[src/rtl/adc_frame_pkg.sv]
// adc_frame_pkg: shared constants and FSM state encoding for the ADC frame packer.
// The ST_CSUM state exists only when ADC_FRAME_CHECKSUM_EN is defined.
package adc_frame_pkg;

  localparam int          NUM_CH = 16;
  localparam int          CH_W   = $clog2(NUM_CH);
  localparam logic [15:0] HEADER = 16'hA5A5;

  typedef enum logic [2:0] {
    ST_IDLE,
    ST_HDR,
    ST_SEQ,
    ST_CHAN
`ifdef ADC_FRAME_CHECKSUM_EN
    ,
    ST_CSUM
`endif
  } state_t;

endpackage

[src/rtl/adc_snapshot_buf.sv]
// adc_snapshot_buf: single-entry snapshot of one ADC sample set plus its
// channel mask. A set arriving while the entry is occupied is discarded and
// counted; an entry released in the same cycle accepts the new set instead.
module adc_snapshot_buf
  import adc_frame_pkg::*;
#(
  parameter int DATA_W = 16
) (
  input  logic                     clk,
  input  logic                     rst,
  input  logic                     capture,
  input  logic                     rel,
  input  logic [NUM_CH*DATA_W-1:0] cap_data,
  input  logic [NUM_CH-1:0]        cap_mask,
  output logic                     full,
  output logic [NUM_CH*DATA_W-1:0] data,
  output logic [NUM_CH-1:0]        mask,
  output logic                     overflow,
  output logic [15:0]              drop_cnt
);

  logic take;
  logic drop;

  assign take = capture && (!full || rel);
  assign drop = capture && full && !rel;

  // Occupancy flag, sticky overflow and saturating drop counter
  always_ff @(posedge clk) begin
    if (rst) begin
      full     <= 1'b0;
      overflow <= 1'b0;
      drop_cnt <= '0;
    end else begin
      if (take) begin
        full <= 1'b1;
      end else if (rel) begin
        full <= 1'b0;
      end
      if (drop) begin
        overflow <= 1'b1;
        if (drop_cnt != 16'hFFFF) begin
          drop_cnt <= drop_cnt + 1'b1;
        end
      end
    end
  end

  // Sample and mask latch; contents are meaningful only while full is set
  always_ff @(posedge clk) begin
    if (take) begin
      data <= cap_data;
      mask <= cap_mask;
    end
  end

endmodule

[src/rtl/adc_frame_packer.sv]
// adc_frame_packer: turns each captured ADC sample set into a framed word
// stream (header, sequence number, enabled channels) on a valid/ready port.
// Build option: ADC_FRAME_CHECKSUM_EN appends a modulo-2^16 checksum word.
module adc_frame_packer
  import adc_frame_pkg::*;
#(
  parameter int DATA_W = 16
) (
  input  logic                     CLK,
  input  logic                     RESET,
  input  logic                     SAMPLE_VALID,
  input  logic [NUM_CH*DATA_W-1:0] SAMPLE_DATA,
  input  logic [NUM_CH-1:0]        CH_ENABLE,
  output logic [DATA_W-1:0]        OUT_DATA,
  output logic                     OUT_VALID,
  input  logic                     OUT_READY,
  output logic                     OUT_SOF,
  output logic                     OUT_EOF,
  output logic                     OVERFLOW,
  output logic [15:0]              DROP_CNT
);

  localparam int SW = CH_W + 1;

  state_t                     state;
  logic [DATA_W-1:0]          seq_num;
  logic [CH_W-1:0]            cur_ch;
  logic                       snap_full;
  logic [NUM_CH*DATA_W-1:0]   snap_data;
  logic [NUM_CH-1:0]          snap_mask;
  logic                       acc;
  logic                       eof_acc;
  logic [SW-1:0]              srch_start;
  logic                       srch_found;
  logic [CH_W-1:0]            srch_idx;
  logic                       srch_last;
  logic [DATA_W-1:0]          ch_word;
`ifdef ADC_FRAME_CHECKSUM_EN
  logic [DATA_W-1:0]          csum;
  logic [DATA_W-1:0]          sum_nxt;

  assign sum_nxt = csum + OUT_DATA;
`endif

  assign acc     = OUT_VALID && OUT_READY;
  assign eof_acc = acc && OUT_EOF;
  assign ch_word = snap_data[srch_idx*DATA_W +: DATA_W];

  adc_snapshot_buf #(
    .DATA_W (DATA_W)
  ) u_snap (
    .clk      (CLK),
    .rst      (RESET),
    .capture  (SAMPLE_VALID),
    .rel      (eof_acc),
    .cap_data (SAMPLE_DATA),
    .cap_mask (CH_ENABLE),
    .full     (snap_full),
    .data     (snap_data),
    .mask     (snap_mask),
    .overflow (OVERFLOW),
    .drop_cnt (DROP_CNT)
  );

  // Lowest enabled channel at or above the search start, and whether it is the last one
  always_comb begin
    srch_start = (state == ST_SEQ) ? '0 : ({1'b0, cur_ch} + 1'b1);
    srch_found = 1'b0;
    srch_idx   = '0;
    for (int i = NUM_CH - 1; i >= 0; i--) begin
      if (snap_mask[i] && (SW'(i) >= srch_start)) begin
        srch_found = 1'b1;
        srch_idx   = CH_W'(i);
      end
    end
    srch_last = 1'b1;
    for (int i = 0; i < NUM_CH; i++) begin
      if (snap_mask[i] && (SW'(i) > {1'b0, srch_idx})) begin
        srch_last = 1'b0;
      end
    end
  end

  // Frame sequencer; every stream output is registered and only advances on accept
  always_ff @(posedge CLK) begin
    if (RESET) begin
      state     <= ST_IDLE;
      OUT_VALID <= 1'b0;
      OUT_DATA  <= '0;
      OUT_SOF   <= 1'b0;
      OUT_EOF   <= 1'b0;
      seq_num   <= '0;
      cur_ch    <= '0;
    end else begin
      if (eof_acc) begin
        seq_num <= seq_num + 1'b1;
      end
      case (state)
        ST_IDLE: begin
          if (snap_full || SAMPLE_VALID) begin
            state     <= ST_HDR;
            OUT_VALID <= 1'b1;
            OUT_DATA  <= DATA_W'(HEADER);
            OUT_SOF   <= 1'b1;
            OUT_EOF   <= 1'b0;
          end
        end
        ST_HDR: begin
          if (acc) begin
            state    <= ST_SEQ;
            OUT_DATA <= seq_num;
            OUT_SOF  <= 1'b0;
`ifdef ADC_FRAME_CHECKSUM_EN
            OUT_EOF  <= 1'b0;
            csum     <= OUT_DATA;
`else
            OUT_EOF  <= (snap_mask == '0);
`endif
          end
        end
        ST_SEQ, ST_CHAN: begin
          if (acc) begin
`ifdef ADC_FRAME_CHECKSUM_EN
            csum <= sum_nxt;
`endif
            if (OUT_EOF) begin
              // Frame complete: chain straight into a set arriving this cycle
              if (SAMPLE_VALID) begin
                state     <= ST_HDR;
                OUT_DATA  <= DATA_W'(HEADER);
                OUT_SOF   <= 1'b1;
              end else begin
                state     <= ST_IDLE;
                OUT_VALID <= 1'b0;
                OUT_DATA  <= '0;
              end
              OUT_EOF <= 1'b0;
            end else if (srch_found) begin
              state    <= ST_CHAN;
              cur_ch   <= srch_idx;
              OUT_DATA <= ch_word;
`ifdef ADC_FRAME_CHECKSUM_EN
              OUT_EOF  <= 1'b0;
`else
              OUT_EOF  <= srch_last;
`endif
            end
`ifdef ADC_FRAME_CHECKSUM_EN
            else begin
              state    <= ST_CSUM;
              OUT_DATA <= sum_nxt;
              OUT_EOF  <= 1'b1;
            end
`endif
          end
        end
`ifdef ADC_FRAME_CHECKSUM_EN
        ST_CSUM: begin
          if (acc) begin
            if (SAMPLE_VALID) begin
              state     <= ST_HDR;
              OUT_DATA  <= DATA_W'(HEADER);
              OUT_SOF   <= 1'b1;
            end else begin
              state     <= ST_IDLE;
              OUT_VALID <= 1'b0;
              OUT_DATA  <= '0;
            end
            OUT_EOF <= 1'b0;
          end
        end
`endif
        default: begin
          state     <= ST_IDLE;
          OUT_VALID <= 1'b0;
        end
      endcase
    end
  end

endmodule

[config.mk]
export PLATFORM = sky130hd
export DESIGN_NAME = adc_frame_packer
export DESIGN_NICKNAME = d
export VERILOG_FILES = /design/src/rtl/adc_frame_pkg.sv /design/src/rtl/adc_snapshot_buf.sv /design/src/rtl/adc_frame_packer.sv
export SDC_FILE = /design/constraint.sdc
export NUM_CORES = 1
export LEC_CHECK = 0
export ABC_AREA = 0
export ABC_CLOCK_PERIOD_IN_PS = 16300
export CELL_PAD_IN_SITES_DETAIL_PLACEMENT = 1
export CELL_PAD_IN_SITES_GLOBAL_PLACEMENT = 1
export CORE_ASPECT_RATIO = 1.25
export CORE_MARGIN = 4
export CORE_UTILIZATION = 42
export CTS_BUF_LIST = sky130_fd_sc_hd__clkbuf_8
export CTS_CLUSTER_SIZE = 16
export DETAILED_ROUTE_END_ITERATION = 12
export PLACE_DENSITY = 0.85
export SLEW_MARGIN = 5
export SYNTH_ARGS = -nofsm -noshare
export SYNTH_HDL_FRONTEND = slang
export SYNTH_HIERARCHICAL = 1
export SYNTH_SLANG_ARGS = --single-unit
[constraint.sdc]
create_clock -name CLK -period 16.3 [get_ports CLK]
set_input_delay 1.63 -clock CLK [delete_from_list [all_inputs] [get_ports CLK]]
set_output_delay 1.63 -clock CLK [all_outputs]
set_load 0.05 [all_outputs]
==> flow_summary.yaml, run 1 <==
clock_network:
  cts_max_path_buffers: 3
  cts_hold_buf: 0
  cts_root_buf: "clkbuf_8"
  htree_levels: 2
  clock-sinks: 331
  ctsResizeCount: 0
  cts_made_buffers: 51
  clkSlewWorstSetupHoldPaths_ns: 0.06
  insertion_delay_ns: 0.60
  post_cts_buffers: 0
  cts_tree: "built"
worst_setup_path:
  critical_path_arrival_ns: 5.41
  required_ns: 16.81
  crit_path_end_kind: "register"
  cp-start-kind: "register"
  worstSetupPathType: "register to register"
  cp_max_fo: 36
global_route:
  overflow: 0
  grt_pass1_wl_um: 67900
  grt_antenna_before_repair: 13
  grt_max_degree: 95
  grt_use_total_pct: 25.0
  grt_pass1_vias: 11345
cells_and_area:
  area_growth_pct: 31.0
  instances_no_fill: 1833
  final.fill_count: 3302
  nets: 1646
  final_layout_size_suffix_gt1_share_pct: 7.62
sta:
  hold_viol: 0
  rsz0062_at_grt: "false"
  setup_violations: 0
  max_freq_mhz: 204
  fin_crit_ns: 4.90
  max_slew_margin_pct: 16.8
  fin_tns_setup_ns: 0
  skew_ns: 0.0271
  finalCritPeriodShare_pct: 30.0
  tightest_slew_ns: 1.25
  hold_slack_ns: 0.472
  maxSlewViolCount: 0
  setup_slack_ns: 11.40
yosys:
  ys_dominant_reg_cell: "edfxtp_1"
  syn_inst: 1042
  synth_edf_count: 272
  yosys_register_bits: 331
  synth.net_count: 1321
  synth_area_per_cell_um2: 13.4
  yosysWarningCount: 6
  syn-cell-area_mm2: 0.0140
  synth_cell_types: 79
  synthArstFlopShare_pct: 0
  seq_area_frac_synth_pct: 66.9
drt:
  route.antenna.remaining_nets: 0
  vias: 10396
  vias_per_cell: 5.67
  totalWireLength_um: 46500
  drtIter0Drc: 940
  wl_per_cell_um: 25.4
  drcViolationCount: 0
  firstDrtPassIters: 6
die:
  num_io_pins: 312
  row_count: 74
  dieArea_mm2: 0.0362
  die_w_um: 171
  coreArea_mm2: 0.0328
  start_util_pct: 42.6
  die_h_um: 212
place:
  gp_congestion: 0.892
  pre_cts_slack_ns: 11.08
  hpwlAfterDp_um: 33700
  port_buffers: 311
  placedCellCount: 1732
power:
  power_mw: 1.85
  p_leak_nw: 6.52
  p_per_area_mw_per_mm2: 101
  ir_drop_mv: 0.0763
worst_hold_path:
  min_path_type: "register to register"
run:
  drv_cap: 0
run_status:
  status: "finished clean"
metrics by stage:
step / util [%] / instance area (um2)
floorplan: - / 14000
global placement: 53.0 / 17400
detailed placement: 53.0 / 17400
CTS: 55.7 / 18300
global route: 55.8 / 18300
finish: 55.8 / 18300
cell usage in the layout (no fill, tap or decap), drive strengths merged, types with 9 or more instances in the layout:
cell type	count
buf	10
nor2b	9
diode	10
nor3	13
o21ai	36
inv	38
a22oi	24
dfxtp	59
nand3	31
xor2	15
mux2i	91
clkdlybuf4s50	310
nand4	23
clkbuf	52
a32oi	34
edfxtp	272
nand2	139
a31oi	12
nand2b	14
clkinv	18
a21oi	45
nor2	51
cell usage after synthesis (all sizes together) (3+ instances only):
cell type	n	share of area, %
nor2	51	1.5
inv	18	0.48
clkbuf	11	0.30
o21ai	36	1.3
edfxtp	272	58
nand3	31	1.2
a32oi	34	2.1
o22ai	5	0.27
and4	4	0.25
o211ai	6	0.43
or3	7	0.31
a21boi	5	0.27
and3	7	0.35
nand2b	14	0.63
a31oi	12	0.80
nor3	13	0.50
nand4	23	1.0
o31ai	8	0.43
xor2	15	0.94
nor2b	9	0.46
o311ai	3	0.19
or4	6	0.32
mux2i	91	6.5
o31a	4	0.25
o21a	4	0.22
buf	37	1.8
o41ai	3	0.19
ha	3	0.27
a211oi	3	0.16
nand3b	3	0.25
and2	4	0.18
a22oi	24	1.4
a21oi	45	1.8
dfxtp	59	8.5
nand2	139	3.7
nor4	8	0.36
worst max-delay path, stage by stage (launching register included):
cell	delay [ns]
dfxtp_1	0.61
ha_1	0.45
inv_1	0.08
a211o_1	0.46
a22oi_2	0.29
o221a_2	0.27
a31oi_4	0.14
a21oi_4	0.17
buf_4	0.53
buf_4	0.63
mux2i_1	0.20
a32oi_1	0.41
nand4_1	0.29
a31oi_1	0.23
area by class of cell:
type	instances	area [um2]	share of cell area, %
sequential	331	9350	51.1
multi-input combinational	645	4270	23.3
timing repair buffer	320	3180	17.4
clock buffer	52	716	3.91
tap	418	523	2.86
clock inverter	39	168	0.916
inverter	18	67.6	0.369
antenna	10	25.0	0.137
where the power goes:
part	total (mW)	switching [mW]	internal, mW
registers	0.990	0.0223	0.968
logic	0.233	0.128	0.105
clock network	0.625	0.329	0.297
registers in the layout, indices dropped and copies added (netlist names):
signal           cells
OUT_DATA            16
OUT_EOF              1
OUT_SOF              1
OUT_VALID            1
cur_ch               4
seq_num             16
state                2
u_snap/data        256
u_snap/drop_cnt     16
u_snap/full          1
u_snap/mask         16
u_snap/overflow      1
cells by family after synthesis:
logic type / count (synthesis) / share of synthesized area, %
fa+ha+maj: 3 / 0.269
xor+xnor: 17 / 1.12
compound gates: 210 / 11.1
simple gates: 323 / 11.3
buf+inv: 66 / 2.61
flops: 331 / 66.9
mux: 92 / 6.60
metal layers:
metal  GRT usage [%]  part of all wire (%)
met5               0                  0.10
met3            5.29                   6.8
met4            11.6                   3.5
met1            27.8                    35
met2            45.3                    54
worst paths after layout:
path,start,to,slack [ns],cells after the start
worst max register to register,cur_ch[0]$_SDFFE_PP0P_,OUT_DATA[10]$_SDFFE_PP0P_,11.40,13
worst min-delay path,u_snap/overflow$_SDFFE_PP0P_,u_snap/overflow$_SDFFE_PP0P_,0.47,2
worst max-delay path,cur_ch[0]$_SDFFE_PP0P_,OUT_DATA[10]$_SDFFE_PP0P_,11.40,13
worst min register to register,u_snap/overflow$_SDFFE_PP0P_,u_snap/overflow$_SDFFE_PP0P_,0.47,2
(Power assumes the default switching activity.)
==> inputs of run 2 (changes only) <==
--- a/config.mk
+++ b/config.mk
@@ -6,7 +6,7 @@
 export NUM_CORES = 1
 export LEC_CHECK = 0
 export ABC_AREA = 0
-export ABC_CLOCK_PERIOD_IN_PS = 16300
+export ABC_CLOCK_PERIOD_IN_PS = 4650
 export CELL_PAD_IN_SITES_DETAIL_PLACEMENT = 1
 export CELL_PAD_IN_SITES_GLOBAL_PLACEMENT = 1
 export CORE_ASPECT_RATIO = 1.25
==> constraint.sdc (replaced) <==
create_clock -name CLK -period 4.65 [get_ports CLK]
set_input_delay 0.465 -clock CLK [delete_from_list [all_inputs] [get_ports CLK]]
set_output_delay 0.465 -clock CLK [all_outputs]
set_load 0.05 [all_outputs]
==> flow_summary.yaml, run 2 (synthesized netlist as in run 1, its figures left out) <==
worst_setup_path:
  cp-start-kind: "register"
  crit_chain: "ha_1 -> inv_1 -> a211o_1 -> and2_1 -> a211oi_1 -> o21ai_1 -> a21oi_4 -> buf_12 -> mux2i_1 -> a22oi_1 -> o211ai_1 -> o21ai_1"
  worstSetupPathType: "register to register"
  rr_endpoint: "OUT_DATA[5]$_SDFFE_PP0P_"
  required_ns: 5.13
  cp_top_family: "compound AO/OA/AOI/OAI gates"
  rr_startpoint: "cur_ch[0]$_SDFFE_PP0P_"
  path_buf_inv: 2
  crit_path_end_kind: "register"
  critPathMaxStageDelay_ns: 0.68
  slowest_stage: "a21oi_4"
  reg2reg_slack_ns: 0.51
  crit_path_frequent_cell: "o21ai_1"
  critical_path_arrival_ns: 4.61
  cp_max_fo: 17
  rr_worst_depth: 12
clock_network:
  htree_levels: 2
  cts_made_buffers: 51
  cts_max_path_buffers: 3
  ctsResizeCount: 0
  cts_hold_buf: 0
  cts_tree: "built"
  post_cts_buffers: 0
  cts_root_buf: "clkbuf_8"
  clock-sinks: 331
  insertion_delay_ns: 0.59
  clkSlewWorstSetupHoldPaths_ns: 0.06
global_route:
  grt_max_degree: 169
  grt_pass1_wl_um: 69800
  grt_pass1_vias: 11430
  grt_use_total_pct: 25.7
  overflow: 0
  grt_antenna_before_repair: 9
cells_and_area:
  largest_reg_flops: 256
  final_cell_mix: "310 x clkdlybuf4s50_1, 272 x edfxtp_1, 139 x nand2_1"
  fin_area_mm2: 0.0185
  largest_register: "u_snap/data"
  layout_commonest_cell: "clkdlybuf4s50_1"
  final_layout_size_suffix_gt1_share_pct: 8.75
  final.fill_count: 3312
  utilization_pct: 56.4
  area_growth_pct: 32.3
  nets: 1656
sta:
  max_freq_mhz: 242
  tightest_slew_ns: 1.05
  fin_tns_setup_ns: 0
  hold_viol: 0
  rsz0062_at_grt: "false"
  setup_violations: 0
  fin_crit_ns: 4.14
  maxSlewViolCount: 0
  hold_slack_ns: 0.382
  max_slew_margin_pct: 30.1
  skew_ns: 0.0181
  finalCritPeriodShare_pct: 89.0
drt:
  drcViolationCount: 0
  firstDrtPassIters: 5
  totalWireLength_um: 48000
  vias_per_cell: 5.76
  route.antenna.remaining_nets: 0
  vias: 10568
  drtIter0Drc: 896
  wl_per_cell_um: 26.2
worst_hold_path:
  hold_depth: 2
  whs_endpoint: "seq_num[4]$_SDFFE_PP0P_"
  min_path_type: "primary input to register"
  min_from: "RESET"
die:
  die_w_um: 171
  dieArea_mm2: 0.0362
  coreArea_mm2: 0.0328
  die_h_um: 212
  num_io_pins: 312
  row_count: 74
  start_util_pct: 42.6
power:
  p_leak_nw: 6.60
  power_mw: 6.57
  p_per_area_mw_per_mm2: 356
  ir_drop_mv: 0.260
place:
  gp_congestion: 0.863
  port_buffers: 311
  hpwlAfterDp_um: 35200
  placed_area_mm2: 0.0176
run_status:
  status: "finished clean"
run:
  drv_cap: 0
## run 2: changes by cell type in the layout (fill, tap and decap cells not counted), moves of 2 or more
cell	previous run	this run
clkinv_1	13	5
buf_12	0	5
buf_4	9	14
inv_1	36	33
bufinv_16	0	2
dfxtp_1	59	57
dfxtp_4	0	2
## run 2: metrics by stage
stage	setup WS (ns)	instances
CTS	0.548	1824
floorplan	-0.531	1042
finish	0.514	1835
global route	0.308	1834
detailed placement	0.638	1742
global placement	0.740	1742
## run 2: worst max path at each step
stage / from / slack (ns) / end / cells past startpoint
2_1_floorplan: OUT_EOF$_SDFFE_PP0P_ / -0.53 / u_snap/data[0]$_DFFE_PP_ / 4
3_3_place_gp: cur_ch[0]$_SDFFE_PP0P_ / 0.74 / OUT_DATA[5]$_SDFFE_PP0P_ / 12
3_5_place_dp: cur_ch[0]$_SDFFE_PP0P_ / 0.64 / OUT_DATA[0]$_SDFFE_PP0P_ / 12
4_1_cts: cur_ch[0]$_SDFFE_PP0P_ / 0.55 / OUT_DATA[0]$_SDFFE_PP0P_ / 11
5_1_grt: cur_ch[0]$_SDFFE_PP0P_ / 0.31 / OUT_DATA[14]$_SDFFE_PP0P_ / 12
6_report: cur_ch[0]$_SDFFE_PP0P_ / 0.51 / OUT_DATA[5]$_SDFFE_PP0P_ / 12
## run 2: per-layer routing
metal / up-vias / routed length, um / part of all wire, % / global-route usage, %
li1: 4702 / - / - / -
met1: 5255 / 16700 / 35 / 28.2
met2: 509 / 25800 / 54 / 47.9
met3: 102 / 3430 / 7.1 / 5.42
met4: 0 / 2060 / 4.3 / 10.6
met5: - / 0 / 0 / 0
## run 2: where the power goes
part | total (mW) | internal [mW] | switching (mW) | leakage, nW
combinational | 0.850 | 0.386 | 0.463 | 3.00
clock | 2.25 | 1.14 | 1.11 | 0.521
sequential | 3.47 | 3.39 | 0.0800 | 3.07
total | 6.57 | 4.92 | 1.66 | 6.60
## run 2: final cells by class
class	count	area [um2]	area share (%)
clock buffers	52	716	3.87
diodes	11	27.5	0.149
repair buffers	330	3310	17.9
well taps	418	523	2.83
flip-flops and latches	331	9360	50.6
inverters	18	70.1	0.379
clock inverters	30	179	0.968
multi-input cells	645	4290	23.2
==> inputs of run 3 (changes only) <==
--- a/config.mk
+++ b/config.mk
@@ -16,8 +16,9 @@
 export CTS_CLUSTER_SIZE = 16
 export DETAILED_ROUTE_END_ITERATION = 12
 export PLACE_DENSITY = 0.85
-export SLEW_MARGIN = 5
+export SLEW_MARGIN = 20
 export SYNTH_ARGS = -nofsm -noshare
 export SYNTH_HDL_FRONTEND = slang
 export SYNTH_HIERARCHICAL = 1
 export SYNTH_SLANG_ARGS = --single-unit
+export TNS_END_PERCENT = 30
==> results of run 3 <==
No change in the layout: final DEF, timing and power equal those of run 2.
